--- src/rtl/toggle_bank.sv ---
// toggle_bank: a bank of N independent channels, each turning an asynchronous
// request input into a registered state bit.
//
// Per channel: sig -> 2-flop synchroniser (s1, s2) -> filtered level f ->
// rising-edge detect (f & ~fp). A toggle-mode channel flips on each rising
// edge. A momentary-mode channel copies f every cycle.
//
// Build option: define TOGGLE_BANK_DEBOUNCE_EN to put a DB_CYCLES debounce
// counter in front of f. Without it, f is s2 delayed by one register.
//
// Parameters:
//   N          channel count (1..32)
//   DB_CYCLES  stable cycles needed to accept a level change (1..65535)
// Ports:
//   clk          rising-edge clock
//   rst          synchronous, active-low reset
//   sig[N]       asynchronous request inputs
//   mode[N]      0 = toggle, 1 = momentary
//   clr          clears all toggle-mode channels
//   load         loads load_val into the toggle-mode channels (clr wins)
//   load_val[N]  value written by load
//   tog[N]       registered channel states
//   changed[N]   high for one cycle after the tog bit changes
//   any_changed  OR of changed, aligned with changed
module toggle_bank #(
    parameter int N         = 4,
    parameter int DB_CYCLES = 4
) (
    input  logic         clk,
    input  logic         rst,
    input  logic [N-1:0] sig,
    input  logic [N-1:0] mode,
    input  logic         clr,
    input  logic         load,
    input  logic [N-1:0] load_val,
    output logic [N-1:0] tog,
    output logic [N-1:0] changed,
    output logic         any_changed
);

    // Stop elaboration if a parameter is out of range.
    if (N < 1 || N > 32 || DB_CYCLES < 1 || DB_CYCLES > 65535) begin : g_param_check
        $error("toggle_bank: parameter out of range");
    end

    logic [N-1:0] s1;
    logic [N-1:0] s2;
    logic [N-1:0] f;
    logic [N-1:0] fp;
    logic [N-1:0] arm;
    logic [N-1:0] edge_ok;
    logic [N-1:0] tog_next;
    logic [N-1:0] tog_diff;
    logic         live;

`ifdef TOGGLE_BANK_DEBOUNCE_EN
    localparam int CW = $clog2(DB_CYCLES + 1);
    localparam logic [CW-1:0] DB_LAST = CW'(DB_CYCLES - 1);

    logic [CW-1:0] cnt [N];

    // The counter holds how many consecutive cycles s2 has disagreed with f.
    // On the DB_CYCLES-th such cycle, f takes the new level.
    always_ff @(posedge clk) begin
        for (int i = 0; i < N; i++) begin
            if (!rst) begin
                f[i]   <= 1'b0;
                cnt[i] <= '0;
            end else if (s2[i] == f[i]) begin
                cnt[i] <= '0;
            end else if (cnt[i] == DB_LAST) begin
                f[i]   <= s2[i];
                cnt[i] <= '0;
            end else begin
                cnt[i] <= cnt[i] + CW'(1);
            end
        end
    end
`else
    always_ff @(posedge clk) begin
        if (!rst) begin
            f <= '0;
        end else begin
            f <= s2;
        end
    end
`endif

    // Reset clears the whole pipeline to 0. If sig is high at release, f
    // rises while fp is still 0, which looks like a real rising edge. To
    // block that, each channel is armed only after it has been seen low all
    // the way down the pipe. 'live' marks that s1 holds a real sample.
    // Until then, a low s1 means nothing.
    assign edge_ok  = f & ~fp & arm;
    assign tog_diff = tog_next ^ tog;

    always_comb begin
        tog_next = tog;
        for (int i = 0; i < N; i++) begin
            if (mode[i]) begin
                tog_next[i] = f[i];
            end else if (clr) begin
                tog_next[i] = 1'b0;
            end else if (load) begin
                tog_next[i] = load_val[i];
            end else if (edge_ok[i]) begin
                tog_next[i] = ~tog[i];
            end
        end
    end

    always_ff @(posedge clk) begin
        if (!rst) begin
            s1          <= '0;
            s2          <= '0;
            fp          <= '0;
            arm         <= '0;
            live        <= 1'b0;
            tog         <= '0;
            changed     <= '0;
            any_changed <= 1'b0;
        end else begin
            s1          <= sig;
            s2          <= s1;
            fp          <= f;
            live        <= 1'b1;
            arm         <= arm | ({N{live}} & ~s1 & ~s2 & ~f & ~fp);
            tog         <= tog_next;
            changed     <= tog_diff;
            any_changed <= |tog_diff;
        end
    end

endmodule

--- config.mk ---
export PLATFORM = sky130hd
export DESIGN_NAME = toggle_bank
export DESIGN_NICKNAME = d
export VERILOG_FILES = /design/src/rtl/toggle_bank.sv
export SDC_FILE = /design/constraint.sdc
export NUM_CORES = 1
export LEC_CHECK = 0
export BUFFER_PORTS_ARGS = -buffer_cell sky130_fd_sc_hd__buf_2
export CORE_MARGIN = 1.5
export CORE_UTILIZATION = 47
export CTS_CLUSTER_DIAMETER = 80
export DETAILED_ROUTE_END_ITERATION = 10
export PLACE_DENSITY = 0.74
export SLEW_MARGIN = 15
export SYNTH_ARGS = -nofsm -noshare
export SYNTH_HDL_FRONTEND = slang
export SYNTH_SLANG_ARGS = --single-unit
export TNS_END_PERCENT = 100
--- constraint.sdc ---
create_clock -name clk -period 1.55 [get_ports clk]
set_clock_uncertainty 0.05 [all_clocks]
set_input_delay 0.31 -clock clk [delete_from_list [all_inputs] [get_ports clk]]
set_output_delay 0.31 -clock clk [all_outputs]
set_load 0.05 [all_outputs]
; ---- Word-level counts from Yosys, hierarchy flattened
; Index checks and enable logic that the tools add are counted.
[totals]
regBits = 30
wordCells = 43
[classes]
reduce_logical = 1
bitwise = 16
n_mux = 17
[ops]
columns = op, count
row1 = $and 4x4->4, 6
row2 = $mux 1, 17
row3 = $not 4->4, 4
row4 = $not 1->1, 4
row5 = $or 4x4->4, 1
row6 = $reduce_or 4->1, 1
row7 = $xor 4x4->4, 1

; ---- Logic depth before layout (Yosys ltp)
[logic_depth]
word_depth = 9
depth_mapped = 5

; ---- Worst setup path after synthesis
; No wires, ideal clock.
[synth_path]
kind = register to register
from = register tog[3]
to = register any_changed
arrival_ns = 1.707
path_slack_ns = -0.332
required_time_ns = 1.375
path_stages_with_launch = 5
n_path_buf = 0
synth_period_minus_slack_ns = 1.882
path_cell_list = dfxtp_1 -> nor4b_1 -> or3_1 -> a32o_1 -> o41a_1
[synth_via]
elab_chain_len = 7
[synth_lines]
columns = item, line
row1 = start: declaration, 36  ; output logic [N-1:0] tog,
row2 = start signal: assignment, 128  ; tog <= tog_next;
row3 = $not 1->1, 107  ; tog_next[i] = ~tog[i];
row4 = $mux 1, 106  ; end else if (edge_ok[i]) begin
row5 = $mux 1, 104  ; end else if (load) begin
row6 = $mux 1, 102  ; end else if (clr) begin
row7 = $mux 1, 100  ; if (mode[i]) begin
row8 = $xor 4x4->4 (*), 95  ; assign tog_diff = tog_next ^ tog;
row9 = $reduce_or 4->1 (*), 130  ; any_changed <= |tog_diff;
row10 = end signal: assignment, 130
row11 = end: declaration, 38  ; output logic any_changed
; Every way passes the cells marked *; elsewhere a longest branch is shown, timed or not.
; A chain may end at the register's enable or synchronous reset.

; ---- Worst setup path in the final report
[layout_path]
from = register tog[0]
to = register any_changed
; Same word-level chain as after synthesis.

==> flow_metrics.py <==
metrics = {
    "cts": {
        "cts_setup_buffers": 1,
        "cts_hold_buf": 0,
        "ctsResizeCount": 0,
        "cts_tree": "yes",
        "clkTransAtPathRegs_ps": 90,
        "htree_num_levels": 2,
        "numCtsBuffers": 5,
        "insertion_delay_ps": 320,
        "clock_sinks": 30,
        "ctsLongestPathBuffers": 2,
        "clockRootBuffer": "clkbuf_4",
    },
    "run_status": {
        "violations": "setup timing",
        "status": "complete, but fails checks",
    },
    "timing": {
        "setup-violations-final": 1,
        "fmax_mhz": 614,
        "min_period_over_period": 1.05,
        "fin_ws_ps": -79.8,
        "rsz0062_at_grt": "yes",
        "tightest_slew_ps": 392,
        "finalSetupTns_ps": -79.8,
        "finalHoldViolCount": 0,
        "fin_crit_ps": 1630,
        "slew-limit-headroom": 0.739,
        "slew_violations": 0,
    },
    "route": {
        "routedWlPerCell_um": 11.6,
        "vias_per_cell": 5.22,
        "ant_nets": 0,
        "vias": 1033,
        "drc": 0,
        "drtIter0Drc": 9,
        "dr.pass1.iters": 4,
        "wirelength_um": 2290,
    },
    "grt": {
        "grt_overflow": 0,
        "grt.total_usage": 0.175,
        "grt_pass1_wl_um": 3680,
        "grt_pass1_vias": 892,
        "grt_max_degree": 31,
        "antenna_found_initial": 0,
    },
    "setup_path": {
        "required_ps": 1710,
        "regToRegSetupSlack_ps": -80,
        "crit_type": "reg -> reg",
        "reg2reg_depth": 4,
        "setup.worst_path.start_class": "register",
        "endpoint_kind": "register",
        "critPathMaxFanout": 5,
        "startpoint": "tog[0]",
        "crit-reg2reg-launch": "tog[0]",
        "critPathCapture": "any_changed",
        "worst_r2r_endpoint": "any_changed",
        "cp_data_arrival_time_ps": 1790,
    },
    "synthesis": {
        "synth_area_per_cell_um2": 9.84,
        "synth.area.top_cells": "dfxtp_1, and2_1, nand2b_1",
        "synthFlopType": "dfxtp_1",
        "yosys_warnings": 0,
        "ys_ff_latch": 30,
        "synth-xor-area-share": 0.0280,
        "synthAdderAreaFrac": 0,
        "synthSimpleGateAreaFrac": 0.327,
        "synth-edff-count": 0,
        "synth.area.mux_share": 0.00801,
        "synth_compound_area_frac": 0.135,
        "yosysTopAreaCell": "dfxtp_1",
        "synth_top_area_share": 0.480,
        "netlist_area_um2": 1250,
        "netlist_instances": 127,
        "synth.net_count": 143,
        "synth-async-reset-ratio": 0,
        "yosysUniqueCellTypes": 30,
        "yosysSeqAreaShare": 0.480,
        "synth_top_family_by_area": "simple AND/OR/NAND/NOR gates",
    },
    "cells_and_area": {
        "final_cell_mix": "dfxtp_1, buf_2, and2_1, buf_4, nand2b_1",
        "nNetsFinal": 183,
        "fill_cells": 208,
        "syn2layout_area_growth_pct": 27.0,
        "drive_gt1_frac": 0.315,
        "antennaDiodeCount": 0,
        "final_common_cell": "dfxtp_1",
    },
    "power_and_ir_drop": {
        "intPower_uw": 1210,
        "switching_share": 0.246,
        "seqPwrFrac": 0.512,
        "powerDensity_nw_per_um2": 1010,
        "combinationalPowerShare": 0.136,
        "p_clk_frac": 0.352,
        "peakVddDrop_uv": 727,
        "p_sw_uw": 396,
        "p_leak_uw": 0.000680,
    },
    "place": {
        "gp_congestion": 0.720,
        "place_hpwl_um": 1740,
        "pre_cts_slack_ps": -178,
        "io_buffer_count": 24,
    },
    "die": {
        "dieArea_um2": 2980,
        "die_w_um": 54.6,
        "design.core.area_um2": 2500,
        "start_util": 0.500,
        "fp.dieH_um": 54.6,
        "rows": 18,
        "ios": 25,
    },
    "min_path": {
        "hold_start": "sig[3]",
        "whs_path_depth": 2,
        "hold_path.class": "in -> reg",
    },
    "run": {
        "cap_viol_max_count": 0,
    },
}
==> sequential cells by signal, summed over array words and instances, names as in the netlist <==
register     count
tog              4
any_changed      1
f                4
changed          4
fp               4
live             1
s1               4
s2               4
arm              4
==> cell type report <==
class	count	area, um2	share of cell area
clock buffer	8	78.8	0.0496
inverter	1	3.75	0.00236
multi-input combinational	91	633	0.399
sequential	30	609	0.384
tap	30	37.5	0.0236
timing repair buffer	38	225	0.142
==> synthesized netlist by cell type, drive strengths merged, types with 4 or more instances <==
cell type	n
and2	21
nor2	4
nor4	5
nand2b	8
nand2	4
a21boi	4
clkbuf	4
o21a	4
dfxtp	30
nor3b	6
o211ai	4
xnor2	4
==> stage by stage <==
step	std cells	instance area (um2)	utilization	total power, uW	hold WS, ps
floorplan	127	1270	-	982	288
global route	198	1590	0.635	1680	129
finish	198	1590	0.635	1610	143
CTS	198	1590	0.635	1620	129
detailed placement	189	1500	0.601	1060	387
global placement	189	1500	0.601	1050	376
==> cells by family after synthesis <==
family,count (synthesis)
flip-flops,30
XOR/XNOR,4
buffers and inverters,6
AO/OA/AOI/OAI,22
AND/OR/NAND/NOR,64
multiplexers,1
==> worst min path at each step <==
stage / endpoint / slack [ps]
6_report: s1[3] / 140
5_1_grt: s1[3] / 130
4_1_cts: s1[3] / 130
3_5_place_dp: s2[0] / 390
3_3_place_gp: s2[3] / 380
2_1_floorplan: live / 290
==> power by group through the flow <==
stage | logic (uW) | clock network, uW | registers, uW
2_1_floorplan | 93.2 | 0 | 889
3_3_place_gp | 211 | 0 | 841
3_5_place_dp | 218 | 0 | 843
4_1_cts | 220 | 580 | 824
5_1_grt | 239 | 613 | 830
6_report | 219 | 566 | 824
==> per-layer routing <==
layer  wire length (um)  GRT usage  vias to the layer above
met2               1050      0.263                       20
met5                  0          0                        -
li1                   -          -                      533
met4                 42     0.0750                        0
met3                120     0.0656                        7
met1               1080      0.224                      473
==> critical path: stages, from the launching register on <==
cell	delay [ps]
dfxtp_4	360
nor3b_1	130
or3_1	360
a32o_1	220
o41a_1	400
Power figures use the tool's default switching activity.
